<file path="config.mk">
export PLATFORM = sky130hd
export DESIGN_NAME = ripple_pipe_addsub
export DESIGN_NICKNAME = d
export VERILOG_FILES = /design/src/rtl/ripple_pipe_addsub.sv
export SDC_FILE = /design/constraint.sdc
export NUM_CORES = 1
export LEC_CHECK = 0
export CORE_ASPECT_RATIO = 0.6
export CORE_UTILIZATION = 35
export DETAILED_ROUTE_END_ITERATION = 12
export PLACE_DENSITY = 0.57
export SKIP_CTS_REPAIR_TIMING = 1
export SYNTH_ARGS = -nofsm -noshare
export SYNTH_HDL_FRONTEND = slang
export SYNTH_SLANG_ARGS = --single-unit
</file>
<file path="constraint.sdc">
create_clock -name clk -period 2.8 [get_ports clk]
set_clock_uncertainty 0.2 [all_clocks]
set_input_delay 0.56 -clock clk [delete_from_list [all_inputs] [get_ports clk]]
set_output_delay 0.56 -clock clk [all_outputs]
set_load 0.03 [all_outputs]
</file>
<file path="src/rtl/ripple_pipe_addsub.sv">
// Pipelined N-bit ripple-carry add/subtract: STAGES segments of SEG bits, carry registered
// between segments, valid/ready stream handshake with a single global stall.
module ripple_pipe_addsub #(
  parameter int N   = 16,
  parameter int SEG = 4
) (
  input  logic         clk,
  input  logic         rst_n,
  input  logic         in_valid,
  output logic         in_ready,
  input  logic [N-1:0] a,
  input  logic [N-1:0] b,
  input  logic         cin,
  input  logic         sub,
  output logic         out_valid,
  input  logic         out_ready,
  output logic [N-1:0] sum,
  output logic         cout,
  output logic         ovf
);

  localparam int STAGES = N / SEG;

  logic              adv;
  logic [N-1:0]      bp_in;
  logic [N-1:0]      a_q   [STAGES];
  logic [N-1:0]      bp_q  [STAGES];
  logic [N-1:0]      res_q [STAGES];
  logic [N-1:0]      res_d [STAGES];
  logic [STAGES-1:0] v_q;
  logic [STAGES-1:0] c_q;
  logic [STAGES-1:0] c_d;
  logic              ovf_q;
  logic              ovf_d;

  assign adv       = !out_valid || out_ready;
  assign in_ready  = adv;
  assign out_valid = v_q[STAGES-1];
  assign sum       = res_q[STAGES-1];
  assign cout      = c_q[STAGES-1];
  assign ovf       = ovf_q;

  // Subtraction folds into the adder as A + ~B + 1.
  assign bp_in = sub ? ~b : b;

  // Stage k ripples segment k; operands of later segments travel along unchanged in a_q/bp_q,
  // and finished lower segments ride along in res_q so the whole word leaves together.
  always_comb begin
    logic [N-1:0] av;
    logic [N-1:0] bv;
    logic [N-1:0] rv;
    logic         c;
    logic         c_top;
    int           p;
    av    = '0;
    bv    = '0;
    rv    = '0;
    c     = 1'b0;
    c_top = 1'b0;
    c_d   = '0;
    ovf_d = 1'b0;
    for (int k = 0; k < STAGES; k++) begin
      p = (k > 0) ? k - 1 : 0;
      if (k == 0) begin
        av = a;
        bv = bp_in;
        c  = sub | cin;
        rv = '0;
      end else begin
        av = a_q[p];
        bv = bp_q[p];
        c  = c_q[p];
        rv = res_q[p];
      end
      for (int i = 0; i < SEG; i++) begin
        c_top            = c;
        rv[k*SEG + i]    = av[k*SEG + i] ^ bv[k*SEG + i] ^ c;
        c                = (av[k*SEG + i] & bv[k*SEG + i]) | (c & (av[k*SEG + i] ^ bv[k*SEG + i]));
      end
      res_d[k] = rv;
      c_d[k]   = c;
      // c_top is the carry into bit N-1 only once the last segment has rippled.
      if (k == STAGES - 1) ovf_d = c_top ^ c;
    end
  end

  always_ff @(posedge clk or negedge rst_n) begin
    if (!rst_n) begin
      for (int k = 0; k < STAGES; k++) begin
        a_q[k]   <= '0;
        bp_q[k]  <= '0;
        res_q[k] <= '0;
      end
      v_q   <= '0;
      c_q   <= '0;
      ovf_q <= 1'b0;
    end else if (adv) begin
      v_q[0]  <= in_valid;
      a_q[0]  <= a;
      bp_q[0] <= bp_in;
      for (int k = 1; k < STAGES; k++) begin
        v_q[k]  <= v_q[k-1];
        a_q[k]  <= a_q[k-1];
        bp_q[k] <= bp_q[k-1];
      end
      for (int k = 0; k < STAGES; k++) res_q[k] <= res_d[k];
      c_q   <= c_d;
      ovf_q <= ovf_d;
    end
  end

endmodule

</file>
== Word-level counts from Yosys, hierarchy flattened ==
Index checks and enable logic that the tools add are counted.
Word-level totals
  input bits: 38
  register bits: 145
Cells by class
  reduce and logical (&&, ||, !) cells: 2
  mux-type cells: 1
  bitwise logic cells: 83
Operator list (number)
  XOR 1 bit: 33
  bitwise AND 1 bit: 32
  OR 1 bit: 17
  two-way mux 16 bit: 1
  NOT 16 bit: 1
  logical NOT 1 bit: 1
  logical OR 1 bit: 1

== Depth between registers and ports, before layout ==
  depth in word-level cells: 11
  depth in mapped cells: 9
  mapped depth without buffers: 9

== Worst setup path after synthesis ==
OpenSTA, ideal clock, no wires.
  kind: input port to flip-flop
  start: in sub
  end: reg res_q (netlist bit res_d[35])
  buffers on the path: 2
  slack: -0.443 ns
  cell stages on the path: 9
  arrival time: 2.919 ns
  cells stage by stage: buf_2 buf_4 xnor2_1 fa_1 fa_1 fa_1 inv_1 fa_1 mux2_2
RTL lines
  start: declaration: line 14  | input logic sub,
  end signal: indexed assignment: line 92  | res_q[k] <= '0;
  end: declaration: line 28  | logic [N-1:0] res_q [STAGES];

==> results.cfg <==
[setup_path]
path_common_cell = sky130_fd_sc_hd__fa_2
critical_path.endpoint_type = flip-flop
crit_chain = buf_4, xnor2_4, fa_2, fa_2, fa_2, inv_2, fa_1, mux2_4
required_time_of_the_worst_setup_path_ns = 2.82
crit_family = adder cells
criticalPathCategory = input port to flip-flop
worst_r2r_startpoint = a_q[28]
worst-path-stages = 8
crit_path_max_incr_delay_ns = 0.42
worst_r2r_path_cells = 9
buf_inv_on_cp = 2
endpoint_of_the_most_critical_register_to_register_path = ovf
crit_slowest_cell = sky130_fd_sc_hd__fa_2
timing.reg2reg.setup_slack_ns = 0.31
critPathCapture = res_d[35]
critical_path_peak_fanout = 3
crit_arrival_ns = 2.75
critical_path.startpoint = sub
worst_setup_path_start_kind = input port

[logic_synthesis]
ys_dominant_reg_cell = sky130_fd_sc_hd__dfrtp_1
ys.warnings.count = 0
yosys_register_bits = 97
synth_largest_type_area_fraction = 0.5760
synth_commonest_cells = sky130_fd_sc_hd__dfrtp_1, sky130_fd_sc_hd__mux2_2, sky130_fd_sc_hd__inv_1
yosys.cell_types.count = 17
post_synth.cell_area_avg_um2 = 15.10
synthesis.nets = 333
synth_area_leader_cell = sky130_fd_sc_hd__dfrtp_1
synthMostInstantiatedCell = sky130_fd_sc_hd__dfrtp_1
synth.top_cells.by_area = sky130_fd_sc_hd__dfrtp_1, sky130_fd_sc_hd__mux2_2, sky130_fd_sc_hd__fa_1, sky130_fd_sc_hd__xor2_1, sky130_fd_sc_hd__inv_1
syn-instance-count = 279
netlist_area_um2 = 4214
synth_edf_count = 0
ys_async_sr_fraction = 1.000
synth_seq_area_share = 0.5760

[route]
average_vias_per_placed_instance = 4.400
vias_after_detailed_routing = 2222
drcViolationCount = 0
routedWlPerCell_um = 14.47
first_pass_iters = 4
final_antenna_net_count = 0
totalWireLength_mm = 7.306
drt_iter0_markers = 85

[pwr]
power.ir.vdd_worst_v = 0.0004167
power_density_nw_per_um2 = 1084
cellLeakagePower_uw = 0.002275

[timing]
grt_setup_unrepaired = no
timing.slew.headroom = 0.5681
worst_slew_pin_slew_ns = 0.6478
report.final.hold_viol_count = 0
fin_worst_hold_slack_ns = 0.04211
final-max-slew-violation-count = 0
maximum_frequency_from_static_timing_analysis_mhz = 366.0
timing.final.crit_share = 0.9759
timing.final.setup_violations = 0
fin_crit_ns = 2.733

[grt]
gr_usage_total = 0.1348
number_of_global_route_vias_before_repair = 2433
antenna_violations_before_repair = 0
grt_max_degree = 58
overflow = 0
wire_length_of_the_first_global_routing_pass_mm = 12.34

[cts]
clockRootBuffer = sky130_fd_sc_hd__clkbuf_16
htreeDepth = 3
clk_pin_slew_worst_paths_ns = 0.06
worstSkewPairLatency_ns = 0.34
cts_inserted_buffers = 9
clk_path_buf_depth = 2
cts_tree = yes
clock_sink_count = 97

[placement]
post-dp-hpwl_mm = 5.026
place.gp.congestion = 0.7004
io_buffer_count = 57
post_dp_cell_area_um2 = 4970

[layout]
antenna-diode-count = 0
area_growth_pct = 25.18
design.final.nets = 394
postLayoutCoreUtil = 0.4578
post_layout_inst_area_um2 = 5275
layout-drive-gt1-share = 0.3333

[run]
timing.max_cap.violations = 0

[floorplanning]
die_width_um = 143.7
start_util = 0.3657
rows = 30
top_level_ports = 58
design.die.area_um2 = 12500
design.core.area_um2 = 11520
floorplan_die_height_um = 87.00

[min_path]
timing.hold.worst.class = input port to asynchronous set/reset pin

[status]
run_status = finished clean
flip-flops by register name, summed over array words and instances, names as in the netlist:
register  cells
v_q           4
c_q           4
sum          16
a_q          24
ovf           1
bp_q         24
res_d        24
kinds of logic (layout without fill, tap and decap cells):
logic type | count (synthesis) | count (layout) | share of synthesized area
and+or+nand+nor | 13 | 13 | 0.02345
muxes | 86 | 86 | 0.2313
xor gates and xnor gates | 17 | 17 | 0.03533
buffers and inverters | 40 | 106 | 0.04602
adders and majority gates | 16 | 16 | 0.07601
DFF | 97 | 97 | 0.5760
AOI/OAI and AO/OA | 10 | 10 | 0.01188
layout make-up:
cell class,instances,area (µm²)
Clock buffer,14,264.0
Tap cell,160,200.2
Inverter,25,93.84
Clock inverter,2,12.51
Multi-Input combinational cell,142,1625
Sequential cell,97,2427
Timing Repair Buffer,65,651.9
Fill cell,1069,6248
cell usage in the layout, fill, tap and decap left out:
cell type / Yosys / final
sky130_fd_sc_hd__dfrtp_1: 97 / 97
sky130_fd_sc_hd__fa_2: 0 / 3
sky130_fd_sc_hd__clkinv_2: 0 / 1
sky130_fd_sc_hd__xor2_1: 11 / 11
sky130_fd_sc_hd__xnor2_1: 6 / 5
sky130_fd_sc_hd__mux2_2: 79 / 78
sky130_fd_sc_hd__nor3b_1: 10 / 10
sky130_fd_sc_hd__a21oi_1: 10 / 10
sky130_fd_sc_hd__clkbuf_2: 0 / 1
sky130_fd_sc_hd__nor2_2: 0 / 1
sky130_fd_sc_hd__nand2b_1: 1 / 1
sky130_fd_sc_hd__inv_1: 25 / 23
sky130_fd_sc_hd__clkbuf_16: 0 / 9
sky130_fd_sc_hd__buf_12: 0 / 2
sky130_fd_sc_hd__buf_4: 1 / 8
sky130_fd_sc_hd__clkinvlp_4: 0 / 1
sky130_fd_sc_hd__dlymetal6s2s_1: 0 / 2
sky130_fd_sc_hd__inv_2: 0 / 2
sky130_fd_sc_hd__fa_1: 16 / 13
sky130_fd_sc_hd__xnor2_4: 0 / 1
sky130_fd_sc_hd__mux2_4: 3 / 4
sky130_fd_sc_hd__nand2b_4: 1 / 1
sky130_fd_sc_hd__buf_6: 4 / 1
sky130_fd_sc_hd__mux2i_1: 4 / 4
sky130_fd_sc_hd__clkbuf_8: 0 / 2
sky130_fd_sc_hd__clkbuf_1: 2 / 3
sky130_fd_sc_hd__clkdlybuf4s50_1: 0 / 51
worst register-to-register path, stage by stage, from the launching register on:
cell                      delay [ns]
sky130_fd_sc_hd__dfrtp_1        0.36
sky130_fd_sc_hd__inv_1          0.06
sky130_fd_sc_hd__fa_1           0.40
sky130_fd_sc_hd__inv_1          0.08
sky130_fd_sc_hd__fa_1           0.18
sky130_fd_sc_hd__fa_1           0.23
sky130_fd_sc_hd__inv_1          0.07
sky130_fd_sc_hd__fa_1           0.40
sky130_fd_sc_hd__xnor2_1        0.14
sky130_fd_sc_hd__mux2_2         0.25
report_power, final:
group	total, µW	switching [µW]	internal, µW
registers	2350	310	2040
clock network	1140	494	650
logic	2230	1030	1200
total	5720	1830	3890
worst min path at each step:
| stage | slack [ns] | depth (start not counted) | to |
|---|---|---|---|
| 2_1_floorplan | 0.06 | 0 | a_q[28] |
| 3_3_place_gp | 0.24 | 1 | v_q[3] |
| 3_5_place_dp | 0.26 | 1 | v_q[3] |
| 4_1_cts | 0.08 | 1 | res_d[6] |
| 5_1_grt | 0.09 | 1 | res_d[6] |
| 6_report | 0.04 | 1 | c_q[1] |
stage by stage:
| stage | setup WS, ns | total power (µW) | cells | setup TNS [ns] |
|---|---|---|---|---|
| after floorplan | -0.2901 | 3899 | 279 | -0.2901 |
| after global placement | -0.6311 | 4577 | 489 | -0.9510 |
| after detailed placement | -0.6559 | 4628 | 489 | -1.026 |
| after CTS | -0.2765 | 5809 | 505 | -0.2765 |
| after global routing | 0.01821 | 6175 | 505 | 0 |
| final | 0.06739 | 5719 | 505 | 0 |
metal layers:
metal,vias to the layer above,share of wire,GRT usage
met3,8,0.046,0.04783
met1,1127,0.51,0.1898
met5,-,0,0
met2,42,0.43,0.1942
li1,1045,-,-
met4,0,0.011,0.04062
(Power assumes the default switching activity.)
